==> config.mk <==
export PLATFORM = sky130hd
export DESIGN_NAME = motor_cmd_seq_flat
export DESIGN_NICKNAME = d
export VERILOG_FILES = /design/src/rtl/motor_pkg.sv /design/src/rtl/motor_cmd_seq_if.sv /design/src/rtl/motor_cmd_seq.sv /design/src/flat_wrapper.sv
export SDC_FILE = /design/constraint.sdc
export NUM_CORES = 1
export LEC_CHECK = 0
export CAP_MARGIN = 0
export CORE_MARGIN = 5
export CORE_UTILIZATION = 45
export CTS_CLUSTER_DIAMETER = 60
export DETAILED_ROUTE_END_ITERATION = 16
export GPL_ROUTABILITY_DRIVEN = 0
export GPL_TIMING_DRIVEN = 1
export PLACE_DENSITY = 0.61
export SYNTH_ARGS = -nofsm -noshare
export SYNTH_HDL_FRONTEND = slang
export SYNTH_SLANG_ARGS = --single-unit
==> constraint.sdc <==
create_clock -name clkus -period 6.7 [get_ports clkus]
set_clock_uncertainty 0.2 [all_clocks]
set_input_delay 1.34 -clock clkus [delete_from_list [all_inputs] [get_ports clkus]]
set_output_delay 1.34 -clock clkus [all_outputs]
set_load 0.01 [all_outputs]
==> src/rtl/motor_pkg.sv <==
// motor_pkg: speed codes shared with the PWM motor stage and the sequencer state encoding.
package motor_pkg;
    typedef enum logic [1:0] {
        MOTOR_STOP  = 2'b00,
        MOTOR_FOR   = 2'b01,
        MOTOR_BACK  = 2'b10,
        MOTOR_BRAKE = 2'b11
    } speed_e;
    typedef enum logic [2:0] {S_STOP, S_FOR, S_BACK, S_BRK, S_DEAD} state_e;
endpackage

==> src/rtl/motor_cmd_seq_if.sv <==
// motor_cmd_seq_if: valid/ready direction-request channel from the tracking/turn logic.
interface motor_cmd_seq_if;
    logic       cmd_valid;
    logic [1:0] cmd;
    logic       cmd_ready;
    modport master (output cmd_valid, output cmd, input cmd_ready);
    modport slave (input cmd_valid, input cmd, output cmd_ready);
endinterface

==> src/rtl/motor_cmd_seq.sv <==
// motor_cmd_seq: inserts timed brake and reversal dead-time ahead of the motor stage.
// Optional drive watchdog enabled by defining MOTOR_SEQ_WDOG_EN.
module motor_cmd_seq
    import motor_pkg::*;
#(
    parameter int BRAKE_US = 200000,
    parameter int DEAD_US  = 50000,
    parameter int WDOG_US  = 500000,
    parameter int CNT_W    = 20
) (
    input  logic             clkus,
    input  logic             rst_n,
    motor_cmd_seq_if.slave   cmd_if,
    output logic [1:0]       speed,
    output logic             busy
);
    localparam logic [CNT_W-1:0] BRK_LAST  = CNT_W'(BRAKE_US - 1);
    localparam logic [CNT_W-1:0] DEAD_LAST = CNT_W'(DEAD_US - 1);
    state_e           state_q, state_d;
    speed_e           pend_q, pend_d, speed_q, speed_d, req, own, opp;
    logic [CNT_W-1:0] cnt_q, cnt_d;
    logic             rdy_q, rdy_d, acc, wdog_trip;
    assign req              = speed_e'(cmd_if.cmd);
    assign acc              = cmd_if.cmd_valid && rdy_q;
    assign own              = state_q == S_FOR ? MOTOR_FOR : MOTOR_BACK;
    assign opp              = state_q == S_FOR ? MOTOR_BACK : MOTOR_FOR;
    assign cmd_if.cmd_ready = rdy_q;
    assign speed            = speed_q;
    assign busy             = !rdy_q;
`ifdef MOTOR_SEQ_WDOG_EN
    localparam logic [CNT_W-1:0] WDOG_LAST = CNT_W'(WDOG_US - 1);
    logic [CNT_W-1:0] wdog_q, wdog_d;
    assign wdog_trip = wdog_q == WDOG_LAST;
    always_comb begin
        wdog_d = ((state_d == S_FOR || state_d == S_BACK) && state_d == state_q && !acc) ? wdog_q + 1'b1 : '0;
    end
    always_ff @(posedge clkus or negedge rst_n) begin
        if (!rst_n) wdog_q <= '0;
        else        wdog_q <= wdog_d;
    end
`else
    assign wdog_trip = 1'b0;
`endif
    always_comb begin
        state_d = state_q;
        pend_d  = pend_q;
        case (state_q)
            S_STOP: begin
                if (acc && req == MOTOR_FOR) state_d = S_FOR;
                else if (acc && req == MOTOR_BACK) state_d = S_BACK;
                else if (acc && req == MOTOR_BRAKE) begin
                    state_d = S_BRK;
                    pend_d  = MOTOR_STOP;
                end
            end
            S_FOR, S_BACK: begin
                if (acc && req == opp) begin
                    state_d = S_BRK;
                    pend_d  = opp;
                end else if ((acc && req != own) || (!acc && wdog_trip)) begin
                    state_d = S_BRK;
                    pend_d  = MOTOR_STOP;
                end
            end
            S_BRK:   if (cnt_q == BRK_LAST) state_d = pend_q == MOTOR_STOP ? S_STOP : S_DEAD;
            S_DEAD:  if (cnt_q == DEAD_LAST) state_d = pend_q == MOTOR_FOR ? S_FOR : S_BACK;
            default: state_d = S_STOP;
        endcase
        cnt_d   = (state_d != state_q || !(state_q == S_BRK || state_q == S_DEAD)) ? '0 : cnt_q + 1'b1;
        rdy_d   = !(state_d == S_BRK || state_d == S_DEAD);
        speed_d = state_d == S_FOR  ? MOTOR_FOR  :
                  state_d == S_BACK ? MOTOR_BACK :
                  state_d == S_BRK  ? MOTOR_BRAKE : MOTOR_STOP;
    end
    always_ff @(posedge clkus or negedge rst_n) begin
        if (!rst_n) begin
            state_q <= S_STOP;
            pend_q  <= MOTOR_STOP;
            speed_q <= MOTOR_STOP;
            cnt_q   <= '0;
            rdy_q   <= 1'b1;
        end else begin
            state_q <= state_d;
            pend_q  <= pend_d;
            speed_q <= speed_d;
            cnt_q   <= cnt_d;
            rdy_q   <= rdy_d;
        end
    end
endmodule

==> src/flat_wrapper.sv <==
// flat-port wrapper written by rule: the top's interface ports become plain ports
module motor_cmd_seq_flat import motor_pkg::*;
#(
    parameter int BRAKE_US = 200000,
    parameter int DEAD_US  = 50000,
    parameter int WDOG_US  = 500000,
    parameter int CNT_W    = 20
)
  (clkus, rst_n, speed, busy, cmd_if_cmd_valid, cmd_if_cmd, cmd_if_cmd_ready);
  motor_cmd_seq_if cmd_if_i ();
  input  logic clkus;
  input  logic rst_n;
  output logic [1:0] speed;
  output logic busy;
  input wire logic [$bits(cmd_if_i.cmd_valid)-1:0] cmd_if_cmd_valid;
  input wire logic [$bits(cmd_if_i.cmd)-1:0] cmd_if_cmd;
  output wire logic [$bits(cmd_if_i.cmd_ready)-1:0] cmd_if_cmd_ready;
  assign cmd_if_i.cmd_valid = cmd_if_cmd_valid;
  assign cmd_if_i.cmd = cmd_if_cmd;
  assign cmd_if_cmd_ready = cmd_if_i.cmd_ready;
  motor_cmd_seq #(.BRAKE_US(BRAKE_US), .DEAD_US(DEAD_US), .WDOG_US(WDOG_US), .CNT_W(CNT_W)) u_core (.clkus(clkus), .rst_n(rst_n), .cmd_if(cmd_if_i), .speed(speed), .busy(busy));
endmodule
==> impl_metrics.json <==
{
  "status": "finished clean",
  "wirelength_um": 2860,
  "antenna_found_initial": 0,
  "min_from": "u_core.cnt_q[0]",
  "grt_max_degree": 29,
  "slew_headroom_pct": 40.4,
  "reg2reg_depth": 5,
  "wl_per_cell_um": 13.6,
  "synthDistinctLibCells": 36,
  "fmax_mhz": 330,
  "min_period_over_period_pct": 45.3,
  "ctsResizeCount": 0,
  "use_met1_pct": 18.5,
  "cts_hold_buf": 0,
  "place_ws_ns": 3.57,
  "core_area_sq_um": 3080,
  "clk_latency_ns": 0.32,
  "multi_input_area_sq_um": 719,
  "htreeDepth": 1,
  "arrival_ns": 3.11,
  "regArea_sq_um": 702,
  "synth_warnings": 0,
  "die_y_um": 66.9,
  "place_area_sq_um": 1580,
  "clk_pin_slew_ns": 0.14,
  "grt_pass1_vias": 1150,
  "initial_core_util_pct": 47.3,
  "die_w_um": 66.9,
  "grt_overflow": 0,
  "r2r-end": "u_core.cmd_if.cmd_ready",
  "io_pins": 9,
  "hold_viol_final": 0,
  "min_path_cells": 1,
  "grt-busiest-layer": "met2",
  "timing.rr.start": "u_core.cnt_q[6]",
  "root_buffer": "clkbuf_4",
  "startpoint": "u_core.cnt_q[6]",
  "met3_usage_pct": 3.88,
  "startpoint_type": "flop",
  "grt_pass1_wl_um": 5190,
  "nets": 173,
  "setup_viol": 0,
  "core.rowCount": 20,
  "finish.utilization_pct": 52.4,
  "globalRouteMet2Util_pct": 27.0,
  "finalMaxSlewViolations": 0,
  "syn_nets": 162,
  "max_slew.worst_pin.slew_ns": 0.886,
  "worst-path-max-fanout": 21,
  "cts_tree": "built",
  "design_area_sq_um": 1610,
  "clk_path_buf_depth": 2,
  "cts_made_buffers": 3,
  "fin_crit_ns": 3.03,
  "p_per_area_nw_per_um2": 160,
  "finalWorstSetupSlack_ns": 3.67,
  "finalSetupTns_ns": 0,
  "dp_hpwl_um": 2060,
  "antenna_cells": 0,
  "peakVddDrop_uv": 152,
  "mostFrequentLayoutCells": "29 x nor2_1, 27 x dfrtp_1, 16 x nand2_1",
  "whs_endpoint": "u_core.cnt_q[0]",
  "rsz0062_at_grt": "no",
  "hold_class": "reg -> reg",
  "synth.yosys.seq_area_share_pct": 48.2,
  "p_leak_nw": 0.654,
  "drive_above_1_share_pct": 6.02,
  "area.growth.synth_to_final_pct": 10.7,
  "vias": 1097,
  "ys_ff_latch": 28,
  "remaining_drc_errors": 0,
  "worstPathRequired_ns": 6.78,
  "grt_use_total_pct": 15.1,
  "portBuffers": 8,
  "final_common_cell": "nor2_1",
  "totalPowerFinal_mw": 0.258,
  "cp-end-kind": "flop",
  "synth_area_per_cell_sq_um": 9.33,
  "reg2reg_setup_slack_ns": 3.67,
  "drt_pass1_iterations": 4,
  "clock-sinks": 28,
  "fillers": 305,
  "via_per_inst": 5.22,
  "synthCells": 156,
  "drt_first_iter_violations": 56,
  "dieArea_sq_um": 4470,
  "cap_violations": 0,
  "critical_path_class": "reg -> reg",
  "cts_setup_buffers": 0,
  "ant_nets": 0,
  "netlist_area_sq_um": 1460
}
==> state kept, by name, summed over array words and instances (netlist names) <==
register,count
u_core.state_q,3
u_core.cmd_if.cmd_ready,1
u_core.cnt_q,20
u_core.pend_q,2
u_core.speed,2
==> per-layer routing <==
| metal | up-vias | part of all wire (%) |
|---|---|---|
| met3 | 2 | 3.4 |
| met2 | 13 | 49 |
| li1 | 558 | - |
| met4 | 0 | 0.70 |
| met5 | - | 0 |
| met1 | 524 | 46 |
==> worst max path at each step <==
stage	slack, ns	endpoint	cells after the start
final	3.67	u_core.cmd_if.cmd_ready	5
after global routing	3.53	u_core.cmd_if.cmd_ready	5
after CTS	3.63	u_core.cmd_if.cmd_ready	5
after detailed placement	3.57	u_core.cmd_if.cmd_ready	6
after global placement	3.60	u_core.cmd_if.cmd_ready	6
after floorplan	4.04	u_core.cmd_if.cmd_ready	6
==> worst max-delay path, stage by stage, from the launching register on <==
cell and delay, ns:
dfrtp_1 0.44, or4b_1 0.53, or4_1 0.48, or4_4 0.56, a22oi_4 0.53, and3_1 0.24
==> power breakdown <==
group	internal (mW)	total, mW	leakage (nW)	switching (mW)
combinational	0.00270	0.00727	0.281	0.00457
sequential	0.169	0.169	0.352	0
clock	0.0332	0.0815	0.0210	0.0482
==> cells by family after synthesis <==
logic type / after synthesis / share of synthesized area (%)
XOR/XNOR: 18 / 10.8
AND/OR/NAND/NOR: 84 / 28.2
buffers and inverters: 6 / 2.32
flip-flops: 28 / 48.2
adder cells (fa/ha/maj): 1 / 0.860
AO/OA/AOI/OAI: 19 / 9.55
==> cells in the mapped netlist <==
library cell	instances	share of area [%]
or2_2	1	0.43
nand3_1	12	4.1
o32a_1	1	0.69
ha_1	1	0.86
nor4_1	2	0.86
o21ai_0	7	2.4
and2_1	1	0.43
or4_1	2	1.0
xor2_1	10	6.0
or4b_2	1	0.69
a41oi_1	1	0.60
dfrtp_1	27	46
or4b_1	1	0.69
nor4bb_1	1	0.69
a21oi_1	2	0.69
nor3_1	5	1.7
o22ai_1	1	0.43
nor2b_1	2	0.86
a21o_1	1	0.52
a211oi_1	1	0.52
nand2b_1	3	1.3
nand4_1	2	0.86
inv_1	3	0.77
a22oi_1	1	0.52
and3_1	5	2.1
dfstp_2	1	1.8
xnor2_1	8	4.8
o21bai_1	1	0.52
clkbuf_1	1	0.26
a22oi_4	1	1.5
nand2_1	16	4.1
o311ai_0	2	1.2
buf_4	1	0.52
or4_4	1	0.77
buf_6	1	0.77
nor2_1	29	7.5
==> stage by stage <==
step	hold WS [ns]	std cells
global route	0.324	210
floorplan	0.252	156
CTS	0.300	210
detailed placement	0.281	206
finish	0.303	210
global placement	0.272	206
==> layout make-up <==
type                    count  area share, %
multi-input cells         122           44.6
flip-flops and latches     28           43.6
repair buffers              9           5.43
well taps                  44           3.42
clock buffers               4           2.25
inverters                   3          0.699
(Power assumes the default switching activity.)
